$ cat config.mk
export PLATFORM = sky130hd
export DESIGN_NAME = mem_access_ctrl
export DESIGN_NICKNAME = d
export VERILOG_FILES = /design/src/rtl/mem_pkg.sv /design/src/rtl/mem_access_ctrl.sv
export SDC_FILE = /design/constraint.sdc
export NUM_CORES = 1
export LEC_CHECK = 0
export BUFFER_PORTS_ARGS = -buffer_cell sky130_fd_sc_hd__buf_2
export CAP_MARGIN = 20
export CORE_ASPECT_RATIO = 2
export CORE_MARGIN = 4
export CORE_UTILIZATION = 50
export CTS_CLUSTER_SIZE = 8
export DETAILED_ROUTE_END_ITERATION = 8
export GPL_TIMING_DRIVEN = 0
export PLACE_DENSITY = 0.82
export REMOVE_ABC_BUFFERS = 1
export SYNTH_ARGS = -nofsm -noshare
export SYNTH_HDL_FRONTEND = slang
export SYNTH_SLANG_ARGS = --single-unit
$ cat constraint.sdc
create_clock -name CLOCK -period 4.7 [get_ports CLOCK]
set_clock_uncertainty 0.15 [all_clocks]
set_input_delay 0 -clock CLOCK [delete_from_list [all_inputs] [get_ports CLOCK]]
set_output_delay 0 -clock CLOCK [all_outputs]
set_load 0.005 [all_outputs]
$ cat src/rtl/mem_pkg.sv
// Shared definitions for mem_access_ctrl: FSM state encoding, default
// widths and the burst-length field width.
package mem_pkg;

    localparam int ADDR_W_DEF = 5;
    localparam int DATA_W_DEF = 8;
    localparam int LEN_W      = 2;

    typedef enum logic [1:0] {
        ST_IDLE  = 2'd0,
        ST_ISSUE = 2'd1,
        ST_DRAIN = 2'd2,
        ST_DONE  = 2'd3
    } state_t;

endpackage

$ cat src/rtl/mem_access_ctrl.sv
// mem_access_ctrl: single-port synchronous RAM access sequencer.
// Accepts a read or write request, drives the RAM address/data/write-enable
// and returns read data with a two-cycle latency. All outputs are registered.
// Optional feature: define MEM_ACCESS_CTRL_BURST_EN to enable LEN+1 byte
// read bursts with a wrapping address; writes stay single-byte.
module mem_access_ctrl
    import mem_pkg::*;
#(
    parameter int ADDR_W = ADDR_W_DEF,
    parameter int DATA_W = DATA_W_DEF
) (
    input  logic              CLOCK,
    input  logic              RESET,
    input  logic              REQ,
    input  logic              RW,
    input  logic [ADDR_W-1:0] ADDR,
    input  logic [DATA_W-1:0] WDATA,
    input  logic [LEN_W-1:0]  LEN,
    output logic              BUSY,
    output logic [DATA_W-1:0] RDATA,
    output logic              RVALID,
    output logic              DONE,
    output logic [ADDR_W-1:0] MEM_ADDR,
    output logic [DATA_W-1:0] MEM_D,
    output logic              MEM_WE,
    input  logic [DATA_W-1:0] MEM_Q
);

    state_t            state, state_d;
    logic [LEN_W-1:0]  cnt, cnt_d;
    logic              rd_pend, rd_pend_d;
    logic              rw_q, rw_q_d;
    logic              busy_d, rvalid_d, done_d, we_d;
    logic [ADDR_W-1:0] addr_d;
    logic [DATA_W-1:0] memd_d, rdata_d;
    logic [LEN_W-1:0]  len_eff;

`ifdef MEM_ACCESS_CTRL_BURST_EN
    assign len_eff = RW ? '0 : LEN;
`else
    logic unused_len;
    assign unused_len = ^LEN;
    assign len_eff    = '0;
`endif

    // Next-state and next-output logic; rd_pend marks that the RAM sampled a
    // read address at the previous edge, so MEM_Q now holds that byte.
    always_comb begin
        state_d   = state;
        cnt_d     = cnt;
        rd_pend_d = 1'b0;
        rw_q_d    = rw_q;
        busy_d    = BUSY;
        rvalid_d  = 1'b0;
        done_d    = 1'b0;
        we_d      = 1'b0;
        addr_d    = MEM_ADDR;
        memd_d    = MEM_D;
        rdata_d   = RDATA;

        if (rd_pend) begin
            rdata_d  = MEM_Q;
            rvalid_d = 1'b1;
        end

        case (state)
            ST_IDLE, ST_DONE: begin
                busy_d  = 1'b0;
                state_d = ST_IDLE;
                if (REQ) begin
                    addr_d  = ADDR;
                    memd_d  = WDATA;
                    we_d    = RW;
                    rw_q_d  = RW;
                    cnt_d   = len_eff;
                    busy_d  = 1'b1;
                    state_d = ST_ISSUE;
                end
            end
            ST_ISSUE: begin
                rd_pend_d = !rw_q;
                if (rw_q) begin
                    busy_d  = 1'b0;
                    done_d  = 1'b1;
                    state_d = ST_DONE;
                end else if (cnt == '0) begin
                    state_d = ST_DRAIN;
                end else begin
                    addr_d = MEM_ADDR + ADDR_W'(1);
                    cnt_d  = cnt - LEN_W'(1);
                end
            end
            ST_DRAIN: begin
                busy_d  = 1'b0;
                done_d  = 1'b1;
                state_d = ST_DONE;
            end
            default: state_d = ST_IDLE;
        endcase
    end

    // State and output registers with synchronous reset.
    always_ff @(posedge CLOCK) begin
        if (RESET) begin
            state    <= ST_IDLE;
            cnt      <= '0;
            rd_pend  <= 1'b0;
            rw_q     <= 1'b0;
            BUSY     <= 1'b0;
            RVALID   <= 1'b0;
            DONE     <= 1'b0;
            MEM_WE   <= 1'b0;
            MEM_ADDR <= '0;
            MEM_D    <= '0;
            RDATA    <= '0;
        end else begin
            state    <= state_d;
            cnt      <= cnt_d;
            rd_pend  <= rd_pend_d;
            rw_q     <= rw_q_d;
            BUSY     <= busy_d;
            RVALID   <= rvalid_d;
            DONE     <= done_d;
            MEM_WE   <= we_d;
            MEM_ADDR <= addr_d;
            MEM_D    <= memd_d;
            RDATA    <= rdata_d;
        end
    end

endmodule

==> run_results.csv <==
group,metric,value,unit
run_status,outcome,"finished, final reports clean",
route,finalWirelength,3320,um
global_routing,grt_util_all_layers,20.1,%
global_routing,antenna_found_initial,0,
placement,dpl.cell_count,214,
pwr,power_density,456,nW/um2
clocking,cts_max_level,2,
critical_path,crit_chain,"inv_1, ha_1, mux2i_1, o311ai_0, o41ai_1",
synth,synth_cells,146,
cells_and_area,drive_gt1_share,26.4,%
clocking,cts_sinks,31,
cells_and_area,layout.nets,247,
synth,synth_cell_types,32,
timing,slew_viol_final,0,
clocking,post_cts_buffers,0,
cells_and_area,fill_cells,207,
placement,port-buffer-count,49,
clocking,path_clk_slew,0.06,ns
pwr,pwr-share-clk,31.5,%
pwr,p_switching,0.269,mW
timing,fmax,0.453,GHz
route,post_drt_wl_per_cell,13.6,um
cells_and_area,design_area,1890,um2
pwr,p_leak,0.861,nW
synth,synth_ff_type,"dfxtp_1",
route,first_iter_violations,14,
synth,synthTopCellsByArea,"dfxtp_1 47%, mux2i_1 9.1%, nand2_1 5.7%",
timing,setup_tns,0,ns
route,postRouteAntennaNets,0,
critical_path,start_kind,"flop",
synth,synth.most_common_cell,"dfxtp_1",
pwr,power_frac_comb,29.2,%
global_routing,grt_pass1_vias,1280,
placement,hpwl,2320,um
pwr,seqPwrFrac,39.3,%
synth,synth_seq_area_share,47.1,%
pwr,finalPower,0.861,mW
cells_and_area,fin_cells,244,
critical_path,critPathRequiredTime,4.73,ns
global_routing,gr-total-overflow,0,
critical_path,crit_path_max_incr_delay,0.73,ns
critical_path,end_kind,"flop",
cells_and_area,multi_input_comb_area,616,um2
floorplan,die-area,3570,um2
critical_path,critPathKind,"reg -> reg",
route,post-route-drc-count,0,
timing,fin_crit_sh,47.0,%
pwr,swShare,31.2,%
placement,postPlaceCellArea,1550,um2
synth,postSynth.asyncResetShare,0,%
timing,period_needed,2.21,ns
floorplan,start_util,51.9,%
critical_path,arrival,2.24,ns
route,via_per_inst,5.27,
floorplan,core_area,2540,um2
route,first_pass_iters,4,
timing,relSlewSlack,43.4,%
pwr,peakVddDrop,0.000348,V
synth,syn_area_per_cell,9.02,um2
clocking,cts_tree,"yes",
floorplan,top_level_ports,52,
worst_hold_path,hp-class,"in -> reg",
clocking,root_buffer,"clkbuf_8",
placement,place_congestion,0.841,
clocking,ctsLongestPathBuffers,2,
timing,setup_ws,2.49,ns
timing,whs,0.0336,ns
cells_and_area,regArea,621,um2
floorplan,rows,26,
global_routing,grt_pass1_wl,5400,um
timing,hold_viol,0,
timing,rsz0062_at_grt,"no",
clocking,cts_buffers,5,
synth,yosys.area.top_type,"dfxtp_1",
pwr,intPower,0.592,mW
synth,ys_ff_latch,31,
clocking,clk_latency,0.29,ns
timing,tightestPinTransition,0.825,ns
global_routing,grt_max_degree,32,
clocking,post_cts_resized,0,
cells_and_area,post-route-util,74.4,%
floorplan,die_w,44.3,um
critical_path,cp_slowest_cell,"mux2i_1",
route,routed-via-count,1285,
synth,synth-edff-count,0,
run,cap_violations,0,
synth,synthTopCellsByCount,"31 x dfxtp_1, 20 x nand2_1, 14 x a21oi_1",
synth,synth_top_area_share,47.1,%
synth,yosysWarnings,0,
placement,pre_cts_ws,2.54,ns
synth,synth.cell_area,1320,um2
cells_and_area,antenna_cells,0,
floorplan,die_h,80.6,um
timing,setup-violations-final,0,
critical_path,worstPathMaxFanout,13,
clocking,cts_hold_buf,22,
cells_and_area,area_growth,43.3,%
[cells in the final DEF, fill, tap and decap left out, drive strengths merged]
| master | synthesis | layout |
|---|---|---|
| dfxtp | 31 | 31 |
| or4b | 2 | 2 |
| o311ai | 1 | 1 |
| ha | 5 | 5 |
| o41ai | 1 | 1 |
| inv | 9 | 9 |
| a22o | 1 | 1 |
| a21oi | 14 | 14 |
| nand2 | 20 | 20 |
| a2bb2oi | 1 | 1 |
| bufinv | 0 | 1 |
| or4 | 1 | 1 |
| o21ai | 4 | 4 |
| buf | 7 | 49 |
| nor2b | 3 | 3 |
| o31a | 2 | 2 |
| clkbuf | 2 | 6 |
| nand2b | 3 | 3 |
| or3 | 2 | 2 |
| clkinv | 0 | 1 |
| o31ai | 1 | 1 |
| o311a | 1 | 1 |
| nor3 | 3 | 3 |
| and3 | 1 | 1 |
| and2 | 1 | 1 |
| a221oi | 1 | 1 |
| mux2i | 12 | 12 |
| a211oi | 2 | 2 |
| dlygate4sd3 | 0 | 22 |
| nand3 | 2 | 2 |
| o32ai | 2 | 2 |
| nor2 | 11 | 11 |
[power groups by stage]
stage / Sequential, mW / Combinational, mW / Clock (mW)
after floorplan: 0.342 / 0.151 / 0
after CTS: 0.338 / 0.252 / 0.274
after detailed placement: 0.343 / 0.237 / 0
after global routing: 0.344 / 0.282 / 0.284
after global placement: 0.340 / 0.221 / 0
final: 0.338 / 0.252 / 0.271
[routing by layer]
layer  vias up  part of all wire [%]  GRT usage [%]
li1        640                     -              -
met1       601                    37           20.5
met2        37                    56           37.0
met3         7                   5.2           4.71
met4         0                   1.6           8.16
met5         -                     0              0
[registers in the layout, indices dropped and copies added (netlist names)]
signal	flops
MEM_WE	1
RDATA	8
RVALID	1
rd_pend	1
BUSY	1
cnt	2
MEM_D	8
MEM_ADDR	5
DONE	1
state	2
rw_q	1
[kinds of logic (layout without fill, tap and decap cells)]
| group | count (synthesis) | in the layout | synth area share [%] |
|---|---|---|---|
| mux | 12 | 12 | 9.12 |
| fa+ha+maj | 5 | 5 | 4.75 |
| flops | 31 | 31 | 47.1 |
| simple gates | 49 | 49 | 17.6 |
| compound gates | 31 | 31 | 15.3 |
| buf+inv | 18 | 88 | 6.17 |
[final timing paths]
kind,startpoint,endpoint,slack [ns],cells past startpoint
worst max-delay path,state[0]$_SDFFE_PP0P_,MEM_ADDR[2]$_SDFFE_PP0P_,2.49,5
worst max register to register,state[0]$_SDFFE_PP0P_,MEM_ADDR[2]$_SDFFE_PP0P_,2.49,5
worst min register to register,MEM_D[1]$_SDFFE_PP0P_,MEM_D[1]$_SDFFE_PP0P_,0.31,2
worst min-delay path,RESET,RDATA[5]$_SDFFE_PP0P_,0.03,2
[critical path: cells and delay by family (launching register included)]
| kind | cells | cell delay, ns |
|---|---|---|
| flip-flops | 1 | 0.39 |
| multiplexers | 1 | 0.73 |
| adder cells (fa/ha/maj) | 1 | 0.40 |
| buffers and inverters | 1 | 0.07 |
| AO/OA/AOI/OAI | 2 | 0.37 |
[cell type report]
class                      count  area share, %
inverter                       9           1.79
sequential                    31           32.9
clock buffer                   6           4.37
clock inverter                 2           1.86
tap                           28           1.86
timing repair buffer          71           24.7
multi-input combinational     97           32.6
Note: power is estimated with default switching activity, not from simulation.
